$ cat config.mk
export PLATFORM = sky130hd
export DESIGN_NAME = paralelo_serial_tx
export DESIGN_NICKNAME = d
export VERILOG_FILES = /design/src/rtl/phy_pkg.sv /design/src/rtl/piso_shift8.sv /design/src/rtl/paralelo_serial_tx.sv
export SDC_FILE = /design/constraint.sdc
export NUM_CORES = 1
export LEC_CHECK = 0
export BUFFER_PORTS_ARGS = -buffer_cell sky130_fd_sc_hd__buf_2
export CAP_MARGIN = 20
export CORE_AREA = 2 2 39 41
export CTS_BUF_LIST = sky130_fd_sc_hd__clkbuf_4 sky130_fd_sc_hd__clkbuf_8
export CTS_CLUSTER_SIZE = 14
export DETAILED_ROUTE_END_ITERATION = 16
export DIE_AREA = 0 0 41 43
export PLACE_DENSITY_LB_ADDON = 0.05
export SLEW_MARGIN = 20
export SYNTH_ARGS = -nofsm -noshare
export SYNTH_HDL_FRONTEND = slang
export SYNTH_SLANG_ARGS = --single-unit
export TNS_END_PERCENT = 10
$ cat constraint.sdc
create_clock -name clk_32f -period 3.7 [get_ports clk_32f]
set_clock_uncertainty 0.1 [all_clocks]
set_input_delay 0 -clock clk_32f [delete_from_list [all_inputs] [get_ports clk_32f]]
set_output_delay 0 -clock clk_32f [all_outputs]
set_load 0.01 [all_outputs]
$ cat src/rtl/phy_pkg.sv
// Shared constants and state encoding for the byte serializer.
package phy_pkg;
  localparam int BYTE_W = 8;
  localparam logic [BYTE_W-1:0] COMMA_K = 8'hBC;
  localparam logic [BYTE_W-1:0] IDLE_K  = 8'h7C;

  typedef enum logic {
    COMMA  = 1'b0,
    ACTIVE = 1'b1
  } state_t;
endpackage

$ cat src/rtl/piso_shift8.sv
// 8-bit parallel-in serial-out shifter; MSB leaves first, a new byte enters every 8th edge.
module piso_shift8
  import phy_pkg::*;
(
  input  logic              clk_i,
  input  logic              rst_i,
  input  logic [BYTE_W-1:0] load_val_i,
  input  logic              load_en_i,
  output logic              load_edge_o,
  output logic              data_o
);
  logic [BYTE_W-1:0] shreg_q, shreg_d;
  logic [2:0]        cont_q, cont_d;

  // Slot boundary: the edge on which cont wraps from 7 back to 0.
  assign load_edge_o = (cont_q == 3'd7);
  assign data_o      = shreg_q[BYTE_W-1];

  always_comb begin
    cont_d = cont_q + 3'd1;
    if (load_edge_o && load_en_i) begin
      shreg_d = load_val_i;
    end else begin
      shreg_d = {shreg_q[BYTE_W-2:0], 1'b0};
    end
  end

  always_ff @(posedge clk_i or posedge rst_i) begin
    if (rst_i) begin
      shreg_q <= '0;
      cont_q  <= '0;
    end else begin
      shreg_q <= shreg_d;
      cont_q  <= cont_d;
    end
  end
endmodule

$ cat src/rtl/paralelo_serial_tx.sv
// Byte serializer: comma preamble after reset, then data or idle bytes per slot.
// Optional periodic comma insertion is enabled by defining PERIODIC_COMMA_EN.
module paralelo_serial_tx
  import phy_pkg::*;
#(
  parameter int COMMA_COUNT    = 4,
  parameter int COMMA_INTERVAL = 64
)(
  input  logic              clk_32f,
  input  logic              reset,
  input  logic [BYTE_W-1:0] data_in,
  input  logic              valid_in,
  output logic              data_out,
  output logic              data_taken,
  output logic              active
);
  localparam int CCW = $clog2(COMMA_COUNT + 1);

  state_t            state_q, state_d;
  logic [CCW-1:0]    comma_cnt_q, comma_cnt_d;
  logic              active_q, active_d;
  logic              taken_q, taken_d;
  logic              load_edge;
  logic [BYTE_W-1:0] load_val;
  logic              periodic_slot;

`ifdef PERIODIC_COMMA_EN
  localparam int SCW = $clog2(COMMA_INTERVAL + 1);
  logic [SCW-1:0] slot_cnt_q, slot_cnt_d;

  assign periodic_slot = (slot_cnt_q == SCW'(COMMA_INTERVAL - 1));
`else
  assign periodic_slot = 1'b0;
`endif

  piso_shift8 u_shift (
    .clk_i       (clk_32f),
    .rst_i       (reset),
    .load_val_i  (load_val),
    .load_en_i   (load_edge),
    .load_edge_o (load_edge),
    .data_o      (data_out)
  );

  always_comb begin
    state_d     = state_q;
    comma_cnt_d = comma_cnt_q;
    active_d    = active_q;
    taken_d     = 1'b0;
    load_val    = IDLE_K;
`ifdef PERIODIC_COMMA_EN
    slot_cnt_d  = slot_cnt_q;
`endif
    if (load_edge) begin
      if (state_q == COMMA) begin
        load_val = COMMA_K;
        if (comma_cnt_q != CCW'(COMMA_COUNT)) begin
          comma_cnt_d = comma_cnt_q + CCW'(1);
        end
        if (comma_cnt_q == CCW'(COMMA_COUNT - 1)) begin
          state_d = ACTIVE;
        end
      end else begin
        active_d = 1'b1;
`ifdef PERIODIC_COMMA_EN
        slot_cnt_d = periodic_slot ? '0 : slot_cnt_q + SCW'(1);
`endif
        // A periodic comma steals the slot, so pending data waits one byte.
        if (periodic_slot) begin
          load_val = COMMA_K;
        end else if (valid_in) begin
          load_val = data_in;
          taken_d  = 1'b1;
        end
      end
    end
  end

  always_ff @(posedge clk_32f or posedge reset) begin
    if (reset) begin
      state_q     <= COMMA;
      comma_cnt_q <= '0;
      active_q    <= 1'b0;
      taken_q     <= 1'b0;
`ifdef PERIODIC_COMMA_EN
      slot_cnt_q  <= '0;
`endif
    end else begin
      state_q     <= state_d;
      comma_cnt_q <= comma_cnt_d;
      active_q    <= active_d;
      taken_q     <= taken_d;
`ifdef PERIODIC_COMMA_EN
      slot_cnt_q  <= slot_cnt_d;
`endif
    end
  end

  assign data_taken = taken_q;
  assign active     = active_q;
endmodule

# After elaboration in Yosys (flattened, before gate mapping)
# Cells that the tools add are included.
# word_totals
output_inout_bits	3
inputBits	11
ff_bits	17
# classes
n_reduce_logical	2
addsub	2
n_mux	8
bitwise	1
eq_ne	3
# op_table
op	n
$mux W8	3
$add A3 B1 Y3 const B	2
$mux W1	5
$eq A3 B2 Y1 const B	1
$eq A3 B3 Y1 const B	1
$ne A3 B3 Y1 const B	1
$reduce_and A3 Y1	1
$reduce_and A2 Y1	1
$not A1 Y1	1

# Logic depth before layout (Yosys ltp)
# Gate-level depths: netlist of run 1.
# depth
word_depth	3
depth_mapped	6

# Hierarchy
# A second synthesis of run 1 with hierarchy kept.
# hier_totals
cells_unflattened	58
hier_area_um2	752.0
# by_module_without_submodules
mod	area_each_um2	cells_each	instances
piso_shift8	400.4	24	1
paralelo_serial_tx	351.6	34	1

# Least setup slack after synthesis of run 1
# Ideal clock, no wire load.
# synth_timing
kind	register -> register
start	register u_shift.cont_q[0]
end	register comma_cnt_q[1]
arrival_time_ns	1.286
stages_incl_launch_ff	7
period_less_slack_ns	1.512
path_slack_ns	2.188
path_cell_list	dfrtp_1 -> ha_1 -> ha_1 -> buf_4 -> nand2b_4 -> a21oi_2 -> mux2_4
# synth_between
elab_chain_len	2
# synth_rtl
element	line_no	text
start: declaration	piso_shift8.sv:13	logic [2:0] cont_q, cont_d;
start signal: assignment	piso_shift8.sv:34	cont_q <= cont_d;
$eq A3 B3 Y1	piso_shift8.sv:16	assign load_edge_o = (cont_q == 3'd7);
$reduce_and A3 Y1 (no source line)	-	
end signal: assignment	paralelo_serial_tx.sv:90	comma_cnt_q <= comma_cnt_d;
end: declaration	paralelo_serial_tx.sv:20	logic [CCW-1:0] comma_cnt_q, comma_cnt_d;
# Every way passes these cells.
# A chain may end at the register's enable or synchronous reset.

# Worst setup path in the final report of run 1
# layout_timing
start	register u_shift.cont_q[0]
end	register u_shift.shreg_q[6]
# layout_between
elab_chain_len	2
# layout_rtl
element	line_no	text
$eq A3 B3 Y1	piso_shift8.sv:16	
$mux W8	piso_shift8.sv:21	if (load_edge_o && load_en_i) begin
named net u_shift.shreg_d[6]	piso_shift8.sv:12	logic [BYTE_W-1:0] shreg_q, shreg_d;
end signal: assignment	piso_shift8.sv:33	shreg_q <= shreg_d;
end: declaration	piso_shift8.sv:12	
# The timed path passes the listed nets, and every way through them passes these cells.

==> out/results.txt, run 1 <==
met1 Usage GRT: 0.2353
Fill cells: 106
first-pass iteration count of the detailed router: 4
WP data required: 3800 ps
die area: 1763 um2
fmax: 477.9 MHz
TritonCTS Buffers: 3
Gate power share: 0.076
Vias: 511
critical path class: register to register
H-tree levels: 1
GRT Resource Usage Total: 0.1951
Switch Pwr: 65.59 uW
Initial Utilization: 0.5190
postcts setup bufs: 0
Cell Count, Final, Fillers Out: 107
post-route setup TNS: 0 ps
final hold vios: 0
met2 global-route usage: 0.2969
power density cells: 338.0 nW/um2
Synth Register Bits: 17
Leak Pwr: 0.4852 nW
Vias/cell: 4.776
Die W: 41 um
drt total wl: 1234 um
Clock Latency Late Sink: 280 ps
post-route ant nets: 0
Startpoint Class: register
Register Area: 425.4 um2
CP startpoint: u_shift.cont_q[0]$_DFF_PP0_
YS warnings: 0
clock-pin slew on the worst setup and hold paths: 90 ps
first-pass GRT wire length: 2263 um
post-CTS sizing: 0
commonest non-fill, non-tap cell in the layout: dfrtp_1
Worst setup EP type: register
Reg2Reg Depth: 5
Root Driver: clkbuf_4
drt wl/cell: 11.53 um
Min-Delay Path Class: primary input to async pin
syn_nets: 81
die height: 43 um
# placed instances: 91
DRC viols: 0
Max Root-Sink Buffers: 2
layout cell share with drive strength beyond 1: 0.2198
RSZ-0062 raised after global routing: false
HPWL after DPL: 850 um
num rows: 14
Port-buffer cells: 13
cell internal pwr: 252.4 uW
commonest non-fill, non-tap cells in the layout: dfrtp_1, buf_2, dlygate4sd3_1
Mapped Avg Cell Area: 11.22 um2
crit path time final: 2092 ps
clock group share of total power: 0.324
GP Congestion: 0.6225
Synth Instances: 64
sequential fraction of design power: 0.599
clk sinks: 17
grt total ovfl: 0
Setup violations, final: 0
largest net degree at the start of global routing: 18
number of max-cap violations: 0
switching share of power: 0.2062
worst-margin pin slew: 610.5 ps
reg2reg start: u_shift.cont_q[0]$_DFF_PP0_
overall power: 318.0 uW
register area share after synthesis: 0.5923
Ports: 14
busiest grt layer: met2
Cell Area, Synth: 718.2 um2
CP Max Fanout: 17
post-synth cell types: 18
initial antenna violation count: 0
Placed Area: 790.8 um2
CTS Hold Bufs: 12
crit share post-route: 0.5655
Peak supply drop: 0.2841 mV
core area: 1384 um2
synth-to-layout area growth: 31.01%
Max Slew Vio Count: 0
r2r setup slk: 1610 ps
met3 Resource Use GR: 0.06283
RR Endpoint: u_shift.shreg_q[6]$_DFF_PP0_
status: finished, final reports clean
first-iteration detailed-routing DRC count: 4
vias in the first global route: 558
multi-input logic area: 250.2 um2
final instance area: 940.9 um2
max_slew headroom: 0.5925
CTS tree: built
net count reported at finish: 109
Worst EP arrival: 2190 ps
ANT cells: 0
[synthesized netlist by cell type]
master | number | area share
a31oi_1 | 1 | 0.0087
a21oi_2 | 1 | 0.012
and3_1 | 1 | 0.0087
o21ai_0 | 3 | 0.021
mux2_4 | 1 | 0.021
buf_2 | 1 | 0.0070
o211ai_1 | 1 | 0.010
buf_4 | 1 | 0.010
a21o_1 | 2 | 0.021
dfrtp_1 | 17 | 0.59
ha_1 | 6 | 0.10
a21oi_1 | 4 | 0.028
nand2b_4 | 1 | 0.019
nand2_1 | 4 | 0.021
nor2_1 | 10 | 0.052
xnor2_1 | 1 | 0.012
o22ai_1 | 1 | 0.0087
inv_1 | 8 | 0.042
[state kept, by name (all words and copies together), names as in the netlist]
register / flops
comma_cnt_q: 3
active: 1
u_shift.shreg_q: 8
u_shift.cont_q: 3
data_taken: 1
state_q: 1
[metal layers]
layer  vias up  wire, um  share of wire
met3         4        59          0.048
met2        18       594           0.48
met4         0        25          0.020
li1        260         -              -
met1       229       554           0.45
met5         -         0              0
[metrics by stage]
stage                     hold WS (ps)  utilization  setup slack [ps]
after global routing             282.0       0.6799              1475
after global placement           13.05       0.5714              1887
after CTS                        243.7       0.6799              1615
after detailed placement         6.800       0.5714              1838
final                            219.2       0.6799              1608
after floorplan                 -173.9            -              2188
[worst max-delay path, cell delays in order, from the launching register on]
cell and delay (ps):
dfrtp_1 360, ha_1 170, ha_1 530, o211ai_1 170, dlygate4sd3_1 590, o21ai_0 80
[kinds of logic (layout without fill, tap and decap cells)]
| group | after synthesis | after routing | synth area share |
|---|---|---|---|
| flip-flops | 17 | 17 | 0.5923 |
| AO/OA/AOI/OAI | 13 | 13 | 0.1098 |
| XOR/XNOR | 1 | 1 | 0.01220 |
| adder cells (fa/ha/maj) | 6 | 6 | 0.1045 |
| multiplexers | 1 | 1 | 0.02090 |
| buffers and inverters | 10 | 37 | 0.05923 |
| AND/OR/NAND/NOR | 16 | 16 | 0.1010 |
[worst max-delay path by stage]
| stage | to | depth (start not counted) |
|---|---|---|
| after detailed placement | comma_cnt_q[1]$_DFFE_PP0P_ | 5 |
| after global placement | comma_cnt_q[1]$_DFFE_PP0P_ | 5 |
| after CTS | u_shift.shreg_q[6]$_DFF_PP0_ | 5 |
| after global routing | u_shift.shreg_q[6]$_DFF_PP0_ | 5 |
| after floorplan | comma_cnt_q[1]$_DFFE_PP0P_ | 6 |
| final | u_shift.shreg_q[6]$_DFF_PP0_ | 5 |
[cell type report]
type | count | area share
sequential | 17 | 0.4521
multi-input combinational | 37 | 0.2660
timing repair buffer | 25 | 0.1968
clock buffer | 4 | 0.03191
inverter | 8 | 0.03191
tap | 16 | 0.02128
[power groups by stage]
stage / Sequential, mW / Combinational [mW] / Clock (mW)
6_report: 0.191 / 0.0243 / 0.103
5_1_grt: 0.191 / 0.0279 / 0.121
3_5_place_dp: 0.194 / 0.0156 / 0
4_1_cts: 0.191 / 0.0244 / 0.107
2_1_floorplan: 0.194 / 0.00756 / 0
3_3_place_gp: 0.194 / 0.0158 / 0
No activity file was read; power rests on OpenSTA's default activity.
==> run 2, diff against run 1 <==
--- a/config.mk
+++ b/config.mk
@@ -5,13 +5,14 @@
 export SDC_FILE = /design/constraint.sdc
 export NUM_CORES = 1
 export LEC_CHECK = 0
+export ABC_AREA = 1
 export BUFFER_PORTS_ARGS = -buffer_cell sky130_fd_sc_hd__buf_2
 export CAP_MARGIN = 20
-export CORE_AREA = 2 2 39 41
+export CORE_MARGIN = 1
+export CORE_UTILIZATION = 50
 export CTS_BUF_LIST = sky130_fd_sc_hd__clkbuf_4 sky130_fd_sc_hd__clkbuf_8
 export CTS_CLUSTER_SIZE = 14
 export DETAILED_ROUTE_END_ITERATION = 16
-export DIE_AREA = 0 0 41 43
 export PLACE_DENSITY_LB_ADDON = 0.05
 export SLEW_MARGIN = 20
 export SYNTH_ARGS = -nofsm -noshare
==> constraint.sdc (replaced) <==
create_clock -name clk_32f -period 1.69 [get_ports clk_32f]
set_clock_uncertainty 0.1 [all_clocks]
set_input_delay 0 -clock clk_32f [delete_from_list [all_inputs] [get_ports clk_32f]]
set_output_delay 0 -clock clk_32f [all_outputs]
set_load 0.01 [all_outputs]
==> run 2 against run 1 <==
Against the previous run: fmax increased by 38%; sequential cell count unchanged; sequential share of layout area is 1.6 points lower; total power rose by 120%; first-iteration DRC count grew to 3.3 times the previous value; clock power up 120%; worst hold slack better by 15 ps; area after synthesis rose by 4.0%; final cell count is 11% higher.
==> out/results.txt, run 2 <==
initial antenna violation count: 0 (unchanged)
Peak supply drop: 0.5404 mV (+90%)
HPWL after DPL: 836.7 um (-1.6%)
crit path time final: 1515 ps (-577.1 ps)
top post-synthesis cells by area: dfrtp_1, ha_1, nand2_1
TritonCTS Buffers: 3 (unchanged)
worst hold slack: 234.7 ps (+15.46 ps)
max_slew headroom: 0.5617 (-0.03082)
Mapped Avg Cell Area: 9.829 um2 (-12%)
YS warnings: 0 (unchanged)
Synth Instances: 76 (+19%)
first-iteration detailed-routing DRC count: 13 (+9)
CP Max Fanout: 10 (-7)
grt total ovfl: 0 (unchanged)
XOR/XNOR Fraction of Synth Area: 0 (-0.01220)
Setup WS pre-CTS: 185.6 ps (-1653 ps)
leading registers by flop count: u_shift.shreg_q (8), comma_cnt_q (3), u_shift.cont_q (3)
ANT cells: 0 (unchanged)
cell internal pwr: 554.6 uW (+120%)
Max Slew Vio Count: 0 (unchanged)
synth-to-layout area growth: 30.49%
Startpoint Class: register
crit share post-route: 0.8966 (+0.3311)
commonest non-fill, non-tap cell in the layout: dfrtp_1
largest area contributor in the netlist: dfrtp_1
post-route setup TNS: 0 ps (unchanged)
clock-pin slew on the worst setup and hold paths: 100 ps (about the same)
Min-Delay Path Class: primary input to async pin
largest net degree at the start of global routing: 18 (unchanged)
mux cell area share after synthesis: 0 (-0.02091)
drt wl/cell: 12.55 um (+8.9%)
main combinational cell family by area after synthesis: simple AND/OR/NAND/NOR gates
die height: 40.65 um (-5.5%)
post-route setup slack: 174.7 ps (-1433 ps)
RSZ-0062 raised after global routing: false
die area: 1652 um2 (-6.3%)
vias in the first global route: 480 (-14%)
core area: 1350 um2 (-2.4%)
Initial Utilization: 0.5533 (+0.03430)
Synth Area in Compound Gates: 0.04020 (-0.06956)
WP data required: 1820 ps (-1980 ps)
Top Metal Used: met4
sequential fraction of design power: 0.592 (-0.007)
flip-flop count of the largest register after layout: 8 (unchanged)
register area share after synthesis: 0.5695 (-0.02282)
num rows: 13 (-1)
H-tree levels: 1 (unchanged)
postcts setup bufs: 0 (unchanged)
layout cell share with drive strength beyond 1: 0.2500 (+0.03022)
Biggest register: u_shift.shreg_q
ys async rst share: 1.000 (unchanged)
fmax: 660.0 MHz (+38%)
Post-synth EDFFs: 0 (unchanged)
net count reported at finish: 122 (+12%)
Port-buffer cells: 13 (unchanged)
reg2reg start: u_shift.cont_q[0]$_DFF_PP0_
Setup violations, final: 0 (unchanged)
switching share of power: 0.2142 (+0.007976)
RR Endpoint: comma_cnt_q[1]$_DFFE_PP0P_
drt total wl: 1494 um (+21%)
Switch Pwr: 151.2 uW (+130%)
Ports: 14 (unchanged)
post-synth cell types: 15 (-3)
GRT Resource Usage Total: 0.2039 (+0.008845)
r2r setup slk: 170 ps (-1430 ps)
Worst EP arrival: 1640 ps (-550 ps)
Reg2Reg Depth: 6 (+1)
status: finished, final reports clean
clock group share of total power: 0.325 (about the same)
count leader, synth: dfrtp_1
commonest non-fill, non-tap cells in the layout: dfrtp_1, nand2_1, buf_2
syn_nets: 93 (+15%)
Vias: 575 (+13%)
Gate power share: 0.083 (+0.007)
first-pass iteration count of the detailed router: 4 (unchanged)
number of max-cap violations: 0 (unchanged)
Post-Synth Adder-Cell Area: 0.1005 (-0.004027)
Synth Flop Type: dfrtp_1
DRC viols: 0 (unchanged)
final hold vios: 0 (unchanged)
Die W: 40.65 um (-0.85%)
Worst setup EP type: register
Post-Synth Simple-Gate Area: 0.2144 (+0.1134)
met3 WL: 40 um (-32%)
Synth Register Bits: 17 (unchanged)
post-synth top area share: 0.5695 (-0.02282)
Vias/cell: 4.832 (+1.2%)
GP Congestion: 0.6897 (+11%)
Max Root-Sink Buffers: 2 (unchanged)
Commonest cells post-synth: dfrtp_1, nand2_1, nor2_1
CTS tree: built
critical path class: register to register
clk sinks: 17 (unchanged)
Fill cells: 111 (+4.7%)
worst-margin pin slew: 656.7 ps (+46.18 ps)
post-route ant nets: 0 (unchanged)
first-pass GRT wire length: 2042 um (-9.8%)
Clock Latency Late Sink: 290 ps (about the same)
M1 WL: 723 um (+31%)
Cell Area, Synth: 747.0 um2 (+4.0%)
Leak Pwr: 0.5203 nW (+7.2%)
metal2 WL: 707 um (+19%)
Root Driver: clkbuf_4
power density cells: 724.1 nW/um2 (+110%)
-- run 2: metrics by stage --
stage                     area (um2)    util  std cells  power [mW]
after floorplan                747.0       -         76      0.4422
final                          974.7  0.7220        119      0.7058
after global placement         819.5  0.6070        103      0.4602
after global routing           974.7  0.7220        119      0.7403
after CTS                      979.7  0.7257        120      0.7129
after detailed placement       819.5  0.6070        103      0.4604
-- run 2: layer usage --
| metal | global-route usage | up-vias |
|---|---|---|
| li1 | - | 290 |
| met1 | 0.2361 | 270 |
| met2 | 0.3373 | 11 |
| met3 | 0.06522 | 4 |
| met4 | 0.1000 | 0 |
| met5 | 0 | - |
-- run 2: worst max path at each step --
stage                                     start                      endpoint  cells after the start  slack [ps]
floorplan           u_shift.cont_q[0]$_DFF_PP0_            active$_DFFE_PP0P_                      6         290
global placement    u_shift.cont_q[0]$_DFF_PP0_            active$_DFFE_PP0P_                      5         220
detailed placement  u_shift.cont_q[0]$_DFF_PP0_            active$_DFFE_PP0P_                      5         190
CTS                 u_shift.cont_q[0]$_DFF_PP0_  u_shift.shreg_q[0]$_DFF_PP0_                      5          20
global route        u_shift.cont_q[0]$_DFF_PP0_    comma_cnt_q[1]$_DFFE_PP0P_                      6          40
finish              u_shift.cont_q[0]$_DFF_PP0_    comma_cnt_q[1]$_DFFE_PP0P_                      6         170
-- run 2: cell type report --
cell class                      count  area, um2  area share
Tap cell                           15      18.77     0.01926
Sequential cell                    17      425.4      0.4365
Inverter                           12      45.04     0.04621
Clock buffer                        4      30.03     0.03081
Multi-Input combinational cell     46      270.3      0.2773
Timing Repair Buffer               25      185.2      0.1900
-- run 2: cells by family after synthesis --
family | after synthesis
and+or+nand+nor | 34
AOI/OAI and AO/OA | 6
adders and majority gates | 6
DFF | 17
buffers and inverters | 13
-- run 2: critical path, cell delays in order (launching register included) --
cell,delay (ps)
dfrtp_1,360
ha_2,190
ha_1,380
inv_2,150
nor2_4,130
nand3_1,80
nand2_1,70
-- run 2: repair_timing --
item	4_1_cts	5_1_grt
gates resized for setup	0	3
hold buffers	13	0
endpoints found under the setup margin	0	1
endpoints found under the hold margin	26	0
-- run 2: power groups by stage --
stage	combinational [mW]	sequential (mW)	clock, mW
6_report	0.0586	0.418	0.230
5_1_grt	0.0643	0.419	0.257
4_1_cts	0.0563	0.418	0.239
3_5_place_dp	0.0348	0.426	0
3_3_place_gp	0.0348	0.425	0
2_1_floorplan	0.0170	0.425	0
==> run 3, diff against run 2 <==
--- a/config.mk
+++ b/config.mk
@@ -13,7 +13,7 @@
 export CTS_BUF_LIST = sky130_fd_sc_hd__clkbuf_4 sky130_fd_sc_hd__clkbuf_8
 export CTS_CLUSTER_SIZE = 14
 export DETAILED_ROUTE_END_ITERATION = 16
-export PLACE_DENSITY_LB_ADDON = 0.05
+export PLACE_DENSITY_LB_ADDON = 0.12
 export SLEW_MARGIN = 20
 export SYNTH_ARGS = -nofsm -noshare
 export SYNTH_HDL_FRONTEND = slang
==> run 3 against run 2 <==
Against the previous run: first-iteration DRC count down 23%; utilization up 0.74 points; sequential share of layout area down 0.44 points; clock-buffer cell count down 1; register-to-register slack better by 30 ps; sequential cell count unchanged; critical path depth down 1; sequential power about the same; wire length down 13%; non-clock buffer count up 2; cell area up 1.0%; clock power down 6%; critical endpoint is now active$_DFFE_PP0P_; largest power group unchanged; highest routed layer unchanged.
==> out/results.txt, run 3 (synthesis gave the netlist of run 2 again) <==
H-tree levels: 1 (unchanged)
final hold vios: 0 (unchanged)
GP Congestion: 0.7004 (+1.6%)
Setup violations, final: 0 (unchanged)
CTS tree: built
CP Max Fanout: 6 (-4)
HPWL after DPL: 853 um (+1.9%)
Startpoint Class: register
critical path class: register to register
clock-pin slew on the worst setup and hold paths: 100 ps (about the same)
drt total wl: 1306 um (-13%)
leading registers by flop count: u_shift.shreg_q (8), comma_cnt_q (3), u_shift.cont_q (3)
crit share post-route: 0.8807 (-0.01590)
first-pass iteration count of the detailed router: 4 (unchanged)
synth-to-layout area growth: 31.83%
Max Root-Sink Buffers: 2 (unchanged)
first-pass GRT wire length: 2021 um (-1.0%)
Ports: 14 (unchanged)
post-route ant nets: 0 (unchanged)
Fill cells: 95 (-14%)
overall power: 689.3 uW (-2.3%)
commonest non-fill, non-tap cell in the layout: dfrtp_1
Initial Utilization: 0.5533 (unchanged)
post-route setup TNS: 0 ps (unchanged)
post-route setup slack: 201.6 ps (+26.87 ps)
TritonCTS Buffers: 3 (unchanged)
Vias/cell: 4.769 (-1.3%)
CP startpoint: u_shift.cont_q[0]$_DFF_PP0_
power density cells: 700.0 nW/um2 (-3.3%)
Peak supply drop: 0.5585 mV (+3.3%)
Root Driver: clkbuf_4
initial antenna violation count: 0 (unchanged)
fmax: 671.9 MHz (+1.8%)
status: finished, final reports clean
vias in the first global route: 528 (+10%)
flip-flop count of the largest register after layout: 8 (unchanged)
RSZ-0062 raised after global routing: false
clk sinks: 17 (unchanged)
WP data required: 1770 ps (-50 ps)
worst-margin pin slew: 629.0 ps (-27.73 ps)
worst hold slack: 217.5 ps (-17.15 ps)
Max Slew Vio Count: 0 (unchanged)
final instance area: 984.7 um2 (+1.0%)
largest net degree at the start of global routing: 18 (unchanged)
Worst EP arrival: 1560 ps (-80 ps)
grt total ovfl: 0 (unchanged)
net count reported at finish: 124 (+1.6%)
die area: 1652 um2 (unchanged)
die height: 40.65 um (unchanged)
Cell Count, Final, Fillers Out: 121 (+1.7%)
Die W: 40.65 um (unchanged)
Vias: 577 (+0.35%)
layout cell share with drive strength beyond 1: 0.2547 (+0.004717)
Placed Area: 827.0 um2 (+0.92%)
Leak Pwr: 0.5302 nW (+1.9%)
max_slew headroom: 0.5802 (+0.01851)
ANT cells: 0 (unchanged)
Biggest register: u_shift.shreg_q
Setup WS pre-CTS: 245.6 ps (+60.06 ps)
Min-Delay Path Class: primary input to async pin
first-iteration detailed-routing DRC count: 10 (-3)
Worst setup EP type: register
Clock Latency Late Sink: 290 ps (about the same)
num rows: 13 (unchanged)
# placed instances: 104 (+0.97%)
DRC viols: 0 (unchanged)
reg2reg start: u_shift.cont_q[0]$_DFF_PP0_
drt wl/cell: 10.79 um (-14%)
GRT Resource Usage Total: 0.1965 (-0.007385)
commonest non-fill, non-tap cells in the layout: dfrtp_1, nand2_1, buf_2
final cell utilization of the core: 0.7294 (+0.007414)
core area: 1350 um2 (unchanged)
number of max-cap violations: 0 (unchanged)
crit path time final: 1488 ps (-26.87 ps)
Port-buffer cells: 13 (unchanged)
-- run 3: metal layers --
layer	routed length, um	track usage	vias up
li1	-	-	293
met1	607	0.2070	265
met2	605	0.3254	15
met3	71	0.09239	4
met4	20	0.1000	0
met5	0	0	-
-- run 3: cell type report --
cell class,count,area [um2],share of cell area
multi-input cells,46,267.8,0.2719
clock inverters,1,5.005,0.005083
inverters,12,45.04,0.04574
well taps,15,18.77,0.01906
flip-flops and latches,17,425.4,0.4320
repair buffers,27,200.2,0.2033
clock buffers,3,22.52,0.02287
-- run 3: power breakdown --
part           switching [mW]  leakage, nW  internal [mW]
combinational          0.0237        0.315         0.0321
clock                   0.129       0.0177         0.0880
sequential            0.00215        0.197          0.415
total                   0.155        0.530          0.535
-- run 3: what timing repair did --
item / 4_1_cts / 5_1_grt
setup buffers: 0 / 1
setup endpoints to repair: 0 / 1
hold buffers: 13 / 0
gates resized for setup: 0 / 2
hold endpoints to repair: 26 / 0
-- run 3: critical path: stages (launching register included) --
cell and delay (ps):
dfrtp_1 400, ha_1 220, ha_1 270, nand2_1 110, inv_1 50, or2_1 210
-- run 3: path summary, 6_finish.rpt --
| check | end | slack (ps) | cells after the start |
|---|---|---|---|
| worst max-delay path | active$_DFFE_PP0P_ | 200 | 5 |
| min in group clk_32f | u_shift.shreg_q[1]$_DFF_PP0_ | 370 | 2 |
| max in group asynchronous | u_shift.shreg_q[3]$_DFF_PP0_ | 860 | 3 |
| worst max register to register | active$_DFFE_PP0P_ | 200 | 5 |
| worst min-delay path | u_shift.cont_q[1]$_DFF_PP0_ | 220 | 3 |
| worst min register to register | u_shift.shreg_q[1]$_DFF_PP0_ | 370 | 2 |
